**src/rtl/vga_timing_gen.sv**
```systemverilog
// Parametrised VGA timing generator: pixel divider, x/y raster counters, sync/blank decode,
// a pixel-clocked delay line for the DAC-side sync/blank, and frame/line event pulses.
module vga_timing_gen #(
  parameter int unsigned H_VA    = 640,
  parameter int unsigned H_FP    = 16,
  parameter int unsigned H_SYNC  = 96,
  parameter int unsigned H_BP    = 48,
  parameter int unsigned V_VA    = 480,
  parameter int unsigned V_FP    = 10,
  parameter int unsigned V_SYNC  = 2,
  parameter int unsigned V_BP    = 33,
  parameter int unsigned HS_POL  = 0,
  parameter int unsigned VS_POL  = 0,
  parameter int unsigned CLK_DIV = 2,
  parameter int unsigned PIPE    = 2,
  parameter int unsigned CW      = 10,
  parameter int unsigned FW      = 8
) (
  input  logic          clk,
  input  logic          rst,
  input  logic          en,
  output logic          pix_en,
  output logic [CW-1:0] x,
  output logic [CW-1:0] y,
  output logic          active,
  output logic          hs,
  output logic          vs,
  output logic          hs_d,
  output logic          vs_d,
  output logic          blank_n_d,
  output logic          sof,
  output logic          eol,
  output logic          eof,
  output logic [FW-1:0] frame_cnt
);

  localparam int unsigned H_TOTAL = H_VA + H_FP + H_SYNC + H_BP;
  localparam int unsigned V_TOTAL = V_VA + V_FP + V_SYNC + V_BP;
  localparam int unsigned H_SS    = H_VA + H_FP;
  localparam int unsigned H_SE    = H_VA + H_FP + H_SYNC;
  localparam int unsigned V_SS    = V_VA + V_FP;
  localparam int unsigned V_SE    = V_VA + V_FP + V_SYNC;
  localparam int unsigned DW      = (CLK_DIV > 1) ? $clog2(CLK_DIV) : 1;

  localparam logic [DW-1:0] DIV_LAST = DW'(CLK_DIV - 1);
  localparam logic [CW-1:0] H_LAST   = CW'(H_TOTAL - 1);
  localparam logic [CW-1:0] V_LAST   = CW'(V_TOTAL - 1);
  localparam logic          HS_ACT   = (HS_POL != 0);
  localparam logic          VS_ACT   = (VS_POL != 0);

  logic [DW-1:0] div_q;
  logic          line_end;
  logic          frame_end;
  logic [31:0]   xw;
  logic [31:0]   yw;

  // Reset is folded in so no pixel is ever signalled while the counters are being cleared.
  assign pix_en    = en && !rst && (div_q == DIV_LAST);
  assign line_end  = (x == H_LAST);
  assign frame_end = line_end && (y == V_LAST);

  always_ff @(posedge clk) begin
    if (rst) begin
      div_q     <= '0;
      x         <= '0;
      y         <= '0;
      frame_cnt <= '0;
    end else if (en) begin
      div_q <= pix_en ? '0 : div_q + 1'b1;
      if (pix_en) begin
        x <= line_end ? '0 : x + 1'b1;
        if (line_end) begin
          y <= (y == V_LAST) ? '0 : y + 1'b1;
        end
        if (frame_end) begin
          frame_cnt <= frame_cnt + 1'b1;
        end
      end
    end
  end

  // Widened copies keep the decode compares correct even when a total equals 2^CW.
  assign xw = 32'(x);
  assign yw = 32'(y);

  assign active = (xw < H_VA) && (yw < V_VA);
  assign hs     = ((xw >= H_SS) && (xw < H_SE)) ? HS_ACT : ~HS_ACT;
  assign vs     = ((yw >= V_SS) && (yw < V_SE)) ? VS_ACT : ~VS_ACT;

  assign sof = pix_en && (x == '0) && (y == '0);
  assign eol = pix_en && (xw == H_VA - 1) && (yw < V_VA);
  assign eof = pix_en && (xw == H_VA - 1) && (yw == V_VA - 1);

  generate
    if (PIPE == 0) begin : g_no_pipe
      assign hs_d      = hs;
      assign vs_d      = vs;
      assign blank_n_d = active;
    end else begin : g_pipe
      logic [2:0] stage_q [PIPE];

      always_ff @(posedge clk) begin
        if (rst) begin
          for (int i = 0; i < int'(PIPE); i++) begin
            stage_q[i] <= {~HS_ACT, ~VS_ACT, 1'b0};
          end
        end else if (pix_en) begin
          stage_q[0] <= {hs, vs, active};
          for (int i = 1; i < int'(PIPE); i++) begin
            stage_q[i] <= stage_q[i-1];
          end
        end
      end

      assign {hs_d, vs_d, blank_n_d} = stage_q[PIPE-1];
    end
  endgenerate

endmodule

```
**config.mk**
```make
export PLATFORM = sky130hd
export DESIGN_NAME = vga_timing_gen
export DESIGN_NICKNAME = d
export VERILOG_FILES = /design/src/rtl/vga_timing_gen.sv
export SDC_FILE = /design/constraint.sdc
export NUM_CORES = 1
export LEC_CHECK = 0
export CAP_MARGIN = 20
export CORE_MARGIN = 2
export CORE_UTILIZATION = 50
export DETAILED_ROUTE_END_ITERATION = 12
export PLACE_DENSITY_LB_ADDON = 0.25
export SYNTH_ARGS = -nofsm -noshare
export SYNTH_HDL_FRONTEND = slang
export SYNTH_SLANG_ARGS = --single-unit
```
**constraint.sdc**
```tcl
create_clock -name clk -period 2.4 [get_ports clk]
set_clock_uncertainty 0.05 [all_clocks]
set_input_delay 0.6 -clock clk [delete_from_list [all_inputs] [get_ports clk]]
set_output_delay 0.6 -clock clk [all_outputs]
set_load 0.03 [all_outputs]
```
Yosys cells after proc, flatten, opt, wreduce, memory -nomap -nowiden
Memories as Yosys holds them, arrays and structs flattened.
Cells that the tools add are included.
{"block": "totals", "memories": 1, "inputBits": 3, "ramBits": 6, "output_inout_bits": 38, "elab_cells": 50, "register_bits": 29}
{"name": "g_pipe.stage_q", "words": 2, "width": 3, "rd": 2, "rd_clocked_by_memory_dff": 0, "wr": 2, "line_no": "100", "text": "logic [2:0] stage_q [PIPE];"}
{"block": "classes", "magnitude_cmp": 6, "addsub": 4, "n_reduce_logical": 17, "bitwise": 2, "mux": 12, "n_eq_ne": 4}
{"cell": "$eq 10x10->1 const B", "n": 3}
{"cell": "$add 10x1->10 const B", "n": 2}
{"cell": "$logic_not 10->1", "n": 2}
{"cell": "$lt 10x10->1 const B", "n": 2}
{"cell": "$lt 10x9->1 const B", "n": 2}
{"cell": "$mux 10", "n": 2}
{"cell": "$logic_and 1x1->1", "n": 11}
{"cell": "$eq 10x9->1 const B", "n": 1}
{"cell": "$ge 10x10->1 const B", "n": 1}
{"cell": "$ge 10x9->1 const B", "n": 1}
{"cell": "$add 8x1->8 const B", "n": 1}
{"cell": "$mux 1", "n": 8}
{"cell": "$mux 3", "n": 2}
{"cell": "$reduce_and 3->1", "n": 2}
{"cell": "$or 1x1->1", "n": 2}
{"cell": "$reduce_and 2->1", "n": 1}
{"cell": "$add 1x1->1 const B", "n": 1}
{"cell": "$logic_not 1->1", "n": 1}

Logic depth before layout (Yosys ltp)
Gate-level depths: netlist of the first run.
{"block": "depth", "ltp_word": 7, "ltp_mapped": 8, "depth_no_buf": 6}

Worst setup path before layout of the first run
Ideal clock, no wire load.
{"block": "synth_path", "path_type": "input port to output port", "startpoint": "input port rst", "endpoint": "output port eof", "setup_slack_ns": -0.722, "arrival_time_ns": 2.472, "cell_stages": 6, "required_ns": 1.750, "path_buffers": 1, "cell_sequence": "clkbuf_8 nand3b_1 inv_1 and2_1 nand4_1 nor4b_1"}
{"block": "synth_between", "elab_chain_cells": 5}
{"element": "start: declaration", "line_no": "20", "text": "input logic rst,"}
{"element": "$logic_not 1->1", "line_no": "58", "text": "assign pix_en = en && !rst && (div_q == DIV_LAST);"}
{"element": "$logic_and 1x1->1 (2 in a row)", "line_no": "58"}
{"element": "$logic_and 1x1->1 (2 in a row)", "line_no": "92", "text": "assign eof = pix_en && (xw == H_VA - 1) && (yw == V_VA - 1);"}
{"element": "end: declaration", "line_no": "33", "text": "output logic eof,"}
No other way between the ends.

Final worst setup path of the first run
Ends and elaborated chain as after synthesis.

==> results of run 1 <==
## sequential cells by signal, summed over array words and instances, names as in the netlist
name            count
div_q               1
g_pipe.stage_q      6
x                  10
y                  10
frame_cnt           8
## tightest hold or removal path, cell delays in order, from the launching register on
cell	delay, ns
dfxtp_1	0.33
o31ai_1	0.07
a21oi_1	0.06
## through the flow
step | worst slack (ns) | TNS (ns) | util [%] | cells | cell area, um2
floorplan | -0.194 | -0.370 | - | 207 | 1900
global placement | -0.351 | -2.11 | 70.5 | 322 | 2560
finish | -0.0136 | -0.0136 | 75.1 | 332 | 2730
CTS | -0.0604 | -0.0777 | 73.8 | 332 | 2680
detailed placement | -0.382 | -2.44 | 70.5 | 322 | 2560
global route | -0.0868 | -0.244 | 75.1 | 332 | 2730
## power breakdown
part / total (mW) / switching (mW) / leakage (nW) / internal (mW)
clock network: 0.544 / 0.235 / 0.0581 / 0.309
logic: 0.0614 / 0.0363 / 0.655 / 0.0251
registers: 0.607 / 0.00404 / 0.284 / 0.603
total: 1.21 / 0.275 / 0.996 / 0.937
## per-layer routing
| layer | global-route usage [%] | up-vias |
|---|---|---|
| met5 | 0 | - |
| met4 | 9.11 | 0 |
| met3 | 6.25 | 10 |
| met2 | 39.2 | 45 |
| met1 | 31.2 | 891 |
| li1 | - | 933 |
## final cells by class
type / instances / share of cell area [%]
clock inverters: 3 / 1.61
multi-input cells: 153 / 39.3
inverters: 9 / 1.33
well taps: 48 / 2.20
clock buffers: 5 / 2.52
repair buffers: 79 / 25.1
flip-flops and latches: 35 / 28.0
## path summary, 6_finish.rpt
| kind | startpoint | to | slack [ns] | cells past startpoint |
|---|---|---|---|---|
| min | frame_cnt[7] | frame_cnt[7] | 0.45 | 2 |
| max reg2reg | y[6] | frame_cnt[4] | 0.15 | 5 |
| max | rst | eof | -0.01 | 7 |
| min reg2reg | frame_cnt[7] | frame_cnt[7] | 0.45 | 2 |
## cells in the final DEF (no fill, tap or decap), types with 2 or more instances in the layout
| cell type | instances |
|---|---|
| clkbuf_8 | 5 |
| dfxtp_1 | 27 |
| or4_1 | 12 |
| and3_1 | 3 |
| o21ai_0 | 7 |
| nand3_1 | 16 |
| nor2_1 | 11 |
| nor3_1 | 3 |
| nand4_1 | 8 |
| ha_1 | 4 |
| buf_4 | 41 |
| nand2b_1 | 4 |
| buf_2 | 3 |
| nor4_1 | 2 |
| o31ai_1 | 10 |
| nor4b_4 | 2 |
| inv_2 | 2 |
| nand2_1 | 9 |
| or2_2 | 4 |
| edfxtp_1 | 6 |
| and4_1 | 2 |
| clkdlybuf4s50_1 | 31 |
| xor2_1 | 4 |
| nand3b_1 | 3 |
| xnor2_1 | 4 |
| inv_1 | 6 |
| or3_1 | 4 |
| dfxtp_2 | 2 |
| a21oi_1 | 20 |
| and2_1 | 2 |
## timing repair
| item | in CTS | in global routing |
|---|---|---|
| buffers inserted | 2 | 0 |
| endpoints found under the setup margin | 6 | 9 |
| pin swaps | 5 | 3 |
| endpoints found under the hold margin | 0 | 0 |
| resized for setup | 19 | 11 |
## cells by family after synthesis
family | synth area share [%]
AOI/OAI and AO/OA | 13.1
buffers and inverters | 5.91
and+or+nand+nor | 32.3
DFF | 40.9
adders and majority gates | 4.03
xor gates and xnor gates | 3.76
==> flow_summary.toml, run 1 <==
[setup_path]
cp_data_required_time_ns = 1.75
slowest_delay_ns = 0.28
crit_family = "simple AND/OR/NAND/NOR gates"
critPathCaptureType = "primary output"
cp_slowest_cell = "nor4b_4"
crit_fanout = 2
critPathBufInv = 3
crit_type = "primary input to primary output"
cp-start-kind = "primary input"
cp.arrival_ns = 1.76
path_cells = "buf_2 -> nand3b_1 -> inv_2 -> and2_4 -> nand4_1 -> nor4b_4 -> buf_4"

[min_path]
hold_path_class = "flop to flop"

[yosys]
synth_area_per_cell_um2 = 8.99
synth.net_count = 216
synth_edf_count = 6
synth_top_area_share_pct = 31.2
yosysWarnings = 0
yosysMostFrequentCell = "dfxtp_1"
synth_area_leaders = "dfxtp_1, edfxtp_1, a21oi_1"
synth_top_area_cell = "dfxtp_1"
yosysSeqAreaShare_pct = 40.9
synthArstFlopShare_pct = 0
synth-seq-cells = 35
netlist-cell-type-count = 39
syn_inst = 207
ys.flop_type = "dfxtp_1"
synth_area_um2 = 1860
synthTopCellsByCount = "dfxtp_1, a21oi_1, nand3_1"

[drt]
routed_wl_mm = 4.83
m1WireLength_mm = 2.20
final_antenna_net_count = 0
vias = 1879
wl_met3_um = 208
drt-pass1-iter-count = 4
met2WireLength_mm = 2.34
vias_per_cell = 5.66
drc_errors = 0
highest_layer = "met4"
post_drt_wl_per_cell_um = 14.6
dr.first_iter.drc_count = 140

[cts]
cts.sinks = 35
cts_root_buf = "clkbuf_8"
cts_buffer_depth = 2
cts_tree = "yes"
cts_inserted_buffers = 5
clock_latency_ns = 0.30
cts_hold_buf = 0
path_clk_slew_ns = 0.07
htree_levels = 2

[power_and_ir_drop]
vdd_ir_drop_max_mv = 0.398
total_power_mw = 1.21
p_leak_nw = 0.996
power_density_nw_per_um2 = 444

[place]
detailed_place_hpwl_mm = 3.27
port_buffers = 40
gp_congestion = 0.772

[final_layout]
area_growth_pct = 46.5
multiInputGateArea_um2 = 1070
layout-drive-gt1-share_pct = 28.2
n_antenna_cell = 0
n_fill_cell = 276
nNetsFinal = 292
register_area_um2 = 763

[timing]
hold_violations = 0
holdWs_ns = 0.446
setup_viol = 1
finalWorstSetupSlack_ns = -0.0136
finalCriticalPeriod_ns = 2.41
worstMarginPinSlew_ns = 0.429
finalCritPeriodShare_pct = 101
slew_headroom_pct = 71.1
rsz0062_at_grt = "yes"
timing.fmax_mhz = 414
maxSlewViolCount = 0

[floorplan]
ios = 41
die_w_um = 65.0
row_count = 22
coreArea_um2 = 3630
start_util_pct = 51.2
die_y_um = 65.0
die_area_um2 = 4230

[flow_run]
drv_cap = 0

[global_routing]
grt_usage_pct = 24.2
grt_start_max_net_pins = 21
grt_pass1_vias = 1757
antenna_found_initial = 0
grt_pass1_wl_mm = 7.98
overflow = 0

[outcome]
violations = "setup timing"
status = "finished with violations"
No activity file was read; power rests on OpenSTA's default activity.
==> run 2, diff against run 1 <==
--- a/config.mk
+++ b/config.mk
@@ -6,10 +6,12 @@
 export NUM_CORES = 1
 export LEC_CHECK = 0
 export CAP_MARGIN = 20
-export CORE_MARGIN = 2
-export CORE_UTILIZATION = 50
+export CORE_MARGIN = 4
+export CORE_UTILIZATION = 55
 export DETAILED_ROUTE_END_ITERATION = 12
+export DONT_BUFFER_PORTS = 1
 export PLACE_DENSITY_LB_ADDON = 0.25
+export RECOVER_POWER = 25
 export SYNTH_ARGS = -nofsm -noshare
 export SYNTH_HDL_FRONTEND = slang
 export SYNTH_SLANG_ARGS = --single-unit
==> run 2 against run 1 <==
  * The run still ends with setup timing left
  * Combinational power is 34% lower
  * Power is 19% lower
  * Routed wire length is 5.6% lower
  * Die area is 3.6% higher
==> flow_summary.toml, run 2 (same netlist as run 1, synthesis figures left out) <==
[power_and_ir_drop]
total_power_uw = 978
p_leak_nw = 0.783
power_density_nw_per_um2 = 435
vdd_ir_drop_max_mv = 0.400

[floorplan]
die_y_um = 66.2
start_util_pct = 59.0
die_area_um2 = 4380
ios = 41
coreArea_um2 = 3150
die_w_um = 66.2
row_count = 20

[drt]
routed_wl_mm = 4.56
drt-pass1-iter-count = 4
final_antenna_net_count = 0
post_drt_wl_per_cell_um = 16.1
vias_per_cell = 6.09
vias = 1724
dr.first_iter.drc_count = 111
drc_errors = 0

[timing]
holdWs_ns = 0.271
finalCriticalPeriod_ns = 2.44
slew_headroom_pct = 68.5
setup_viol = 1
worstMarginPinSlew_ns = 0.472
maxSlewViolCount = 0
finalCritPeriodShare_pct = 102
rsz0062_at_grt = "yes"
hold_violations = 0
timing.fmax_mhz = 410
finalWorstSetupSlack_ns = -0.0412

[final_layout]
multiInputGateArea_um2 = 1050
final_cell_mix = "buf_4, dfxtp_1, a21oi_1"
n_antenna_cell = 0
layoutNonFillerInstCount = 283
register_area_um2 = 768
area_growth_pct = 20.8
reg.largest.list = "x x10, y x10, frame_cnt x8"
final_common_cell = "buf_4"
n_fill_cell = 261
final_core_util_pct = 71.3
nNetsFinal = 247
layout-drive-gt1-share_pct = 25.9

[global_routing]
overflow = 0
grt_pass1_vias = 1610
grt_start_max_net_pins = 34
grt_pass1_wl_mm = 7.48
grt_usage_pct = 22.0
antenna_found_initial = 0

[cts]
htree_levels = 2
path_clk_slew_ns = 0.11
cts_hold_buf = 0
cts.sinks = 35
cts_inserted_buffers = 5
cts_root_buf = "clkbuf_4"
clock_latency_ns = 0.33
cts_buffer_depth = 2
cts_tree = "yes"

[outcome]
status = "finished with violations"
violations = "setup timing"

[setup_path]
cp-start-kind = "flop"
crit_fanout = 3
cp_data_required_time_ns = 1.75
cp_slowest_cell = "dfxtp_4"
slowest_delay_ns = 0.38
critPathCaptureType = "primary output"
path_cells = "ha_4 -> and3_4 -> and2_4 -> nand4_1 -> nor4b_4 -> buf_6"
crit_type = "flop to primary output"
cp.arrival_ns = 1.79

[place]
dp_cells = 271
dp_slack_ns = 0.0785
detailed_place_hpwl_mm = 3.28
gp_congestion = 0.932
port_buffers = 0

[flow_run]
drv_cap = 0

[min_path]
hold_path_class = "primary input to flop"
run 2: worst paths after layout:
| kind | start | endpoint | slack, ns | cells past startpoint |
|---|---|---|---|---|
| setup / recovery | x[1] | eof | -0.04 | 6 |
| hold / removal | rst | x[4] | 0.27 | 1 |
| setup reg to reg | x[1] | frame_cnt[4] | 0.23 | 8 |
| hold reg to reg | g_pipe.stage_q[0][2] | g_pipe.stage_q[0][5] | 0.49 | 1 |
run 2: through the flow:
| step | TNS (ns) | cell area (um2) |
|---|---|---|
| 4_1_cts | -0.0547 | 2220 |
| 2_1_floorplan | -0.370 | 1900 |
| 3_5_place_dp | 0 | 2130 |
| 6_report | -0.0412 | 2250 |
| 3_3_place_gp | 0 | 2130 |
| 5_1_grt | -0.300 | 2250 |
run 2: worst max-delay path: cells and delay by family, from the launching register on:
family	cells	cell delay [ns]
flip-flops	1	0.38
AND/OR/NAND/NOR	4	0.78
adder cells (fa/ha/maj)	1	0.13
buffers and inverters	1	0.16
run 2: cell type report:
| class | count | area share [%] |
|---|---|---|
| clock buffer | 7 | 2.45 |
| clock inverter | 1 | 0.223 |
| inverter | 9 | 1.50 |
| multi-input combinational | 153 | 46.7 |
| sequential | 35 | 34.2 |
| tap | 44 | 2.45 |
| timing repair buffer | 34 | 12.5 |
run 2: what timing repair did:
item,CTS,global route
setup endpoints to repair,4,5
buffers inserted,2,2
endpoints found under the hold margin,0,0
pin swaps,5,1
cloned,0,0
gates resized for setup,6,4
run 2: per-layer routing:
layer / up-vias / wire [um] / GRT usage (%)
li1: 840 / - / -
met5: - / 0 / 0
met4: 0 / 44 / 7.36
met1: 816 / 1870 / 27.1
met3: 5 / 341 / 6.46
met2: 63 / 2300 / 36.4
run 2: where the power goes:
| part | leakage [nW] | internal [mW] | switching (mW) |
|---|---|---|---|
| clock | 0.0353 | 0.142 | 0.187 |
| combinational | 0.462 | 0.0155 | 0.0252 |
| sequential | 0.285 | 0.602 | 0.00679 |
==> run 3, diff against run 2 <==
--- a/config.mk
+++ b/config.mk
@@ -7,7 +7,7 @@
 export LEC_CHECK = 0
 export CAP_MARGIN = 20
 export CORE_MARGIN = 4
-export CORE_UTILIZATION = 55
+export CORE_UTILIZATION = 60
 export DETAILED_ROUTE_END_ITERATION = 12
 export DONT_BUFFER_PORTS = 1
 export PLACE_DENSITY_LB_ADDON = 0.25
==> run 3 against run 2 <==
  * The run still ends with setup timing left
  * Combinational power is 1% higher
  * Via count is 0.52% higher
  * Routed wire length is 2.9% higher
  * Critical path type unchanged
  * Highest routed layer unchanged
==> flow_summary.toml, run 3 (same netlist as run 1, synthesis figures left out) <==
[outcome]
status = "finished with violations"
violations = "setup timing"

[cts]
cts.sinks = 35
cts_hold_buf = 0
path_clk_slew_ns = 0.11
cts_root_buf = "clkbuf_4"
clock_latency_ns = 0.35
cts_inserted_buffers = 5
htree_levels = 2
cts_buffer_depth = 2
cts_tree = "yes"

[setup_path]
r2r_start = "y[4]"
worstSetupStartpoint = "x[5]"
crit_type = "flop to primary output"
cp-start-kind = "flop"
path_cells = "and3_1 -> nand4_1 -> nor4b_4 -> buf_6"
crit_fanout = 8
slowest_delay_ns = 0.51
cp_data_required_time_ns = 1.75
crit_family = "simple AND/OR/NAND/NOR gates"
cp.arrival_ns = 1.81
critPathCaptureType = "primary output"
cp_slowest_cell = "dfxtp_1"
critPathBufInv = 1

[timing]
finalCritPeriodShare_pct = 103
setup_viol = 2
hold_violations = 0
worstMarginPinSlew_ns = 0.455
finalWorstSetupSlack_ns = -0.0601
timing.fmax_mhz = 406
maxSlewViolCount = 0
rsz0062_at_grt = "yes"
finalCriticalPeriod_ns = 2.46
slew_headroom_pct = 69.6

[final_layout]
nNetsFinal = 244
n_fill_cell = 201
final_cell_mix = "buf_4, dfxtp_1, a21oi_1"
final_core_util_pct = 77.4
final_common_cell = "buf_4"
multiInputGateArea_um2 = 1060
n_antenna_cell = 0
layout-drive-gt1-share_pct = 26.3
reg.largest.list = "x x10, y x10, frame_cnt x8"
register_area_um2 = 766
area_growth_pct = 18.6
layoutNonFillerInstCount = 267

[global_routing]
antenna_found_initial = 0
grt_start_max_net_pins = 28
grt_usage_pct = 24.2
grt_pass1_wl_mm = 7.80
grt_pass1_vias = 1643
overflow = 0

[flow_run]
drv_cap = 0

[floorplan]
die_y_um = 63.7
coreArea_um2 = 2850
row_count = 19
ios = 41
die_w_um = 63.7
die_area_um2 = 4060
start_util_pct = 65.3

[drt]
final_antenna_net_count = 0
vias = 1733
drt-pass1-iter-count = 4
drc_errors = 0
dr.first_iter.drc_count = 144
post_drt_wl_per_cell_um = 17.6
vias_per_cell = 6.49
routed_wl_mm = 4.69

[power_and_ir_drop]
p_leak_nw = 0.774
vdd_ir_drop_max_mv = 0.282
power_density_nw_per_um2 = 451

[place]
port_buffers = 0
detailed_place_hpwl_mm = 3.37
gp_congestion = 0.880
dp_cells = 257

[min_path]
min_from = "rst"
hold_path_class = "primary input to flop"
-- run 3: cell types whose count changed in the layout (fill, tap and decap cells not counted), sizes merged --
cell and delta:
buf -2, clkbuf -1
-- run 3: through the flow --
| step | hold slack (ns) | setup TNS (ns) | setup WS (ns) | power (mW) | instance area, um2 |
|---|---|---|---|---|---|
| final | 0.251 | -0.116 | -0.0601 | 0.996 | 2210 |
| after CTS | 0.242 | -0.0677 | -0.0594 | 1.00 | 2190 |
| after global routing | 0.226 | -0.341 | -0.151 | 1.04 | 2210 |
| after detailed placement | 0.442 | 0 | 0.0588 | 0.662 | 2090 |
| after floorplan | 0.427 | -0.370 | -0.194 | 0.653 | 1900 |
| after global placement | 0.428 | 0 | 0.102 | 0.661 | 2090 |
-- run 3: final cells by class --
class / count / share of cell area [%]
multi-input combinational: 153 / 48.0
sequential: 35 / 34.7
clock buffer: 7 / 2.49
timing repair buffer: 31 / 11.3
tap: 31 / 1.76
inverter: 9 / 1.53
clock inverter: 1 / 0.227
-- run 3: path summary, 6_finish.rpt --
kind	end	cells after the start	slack (ns)
min reg2reg	g_pipe.stage_q[0][4]	1	0.47
min	x[4]	1	0.25
max	eof	4	-0.06
max reg2reg	frame_cnt[4]	4	0.23
-- run 3: power by group --
part,switching [mW],total (mW),internal [mW]
logic,0.0254,0.0412,0.0158
clock network,0.204,0.346,0.142
registers,0.00635,0.609,0.603
total,0.235,0.996,0.761
-- run 3: worst register-to-register path, cell delays in order, from the launching register on --
cell and delay, ns:
dfxtp_1 0.33, or4_4 0.57, or3_4 0.48, or4_1 0.51, a21oi_1 0.17
-- run 3: routing by layer --
layer	GRT usage (%)	wire, um	up-vias
met5	0	0	-
li1	-	-	842
met1	28.3	1830	809
met3	8.17	387	12
met2	39.0	2350	70
met4	12.9	125	0
-- run 3: timing repair --
action | CTS | global route
gates resized for setup | 6 | 5
gates cloned | 0 | 0
pin swaps | 5 | 1
endpoints found under the setup margin | 4 | 6
setup buffers | 2 | 0
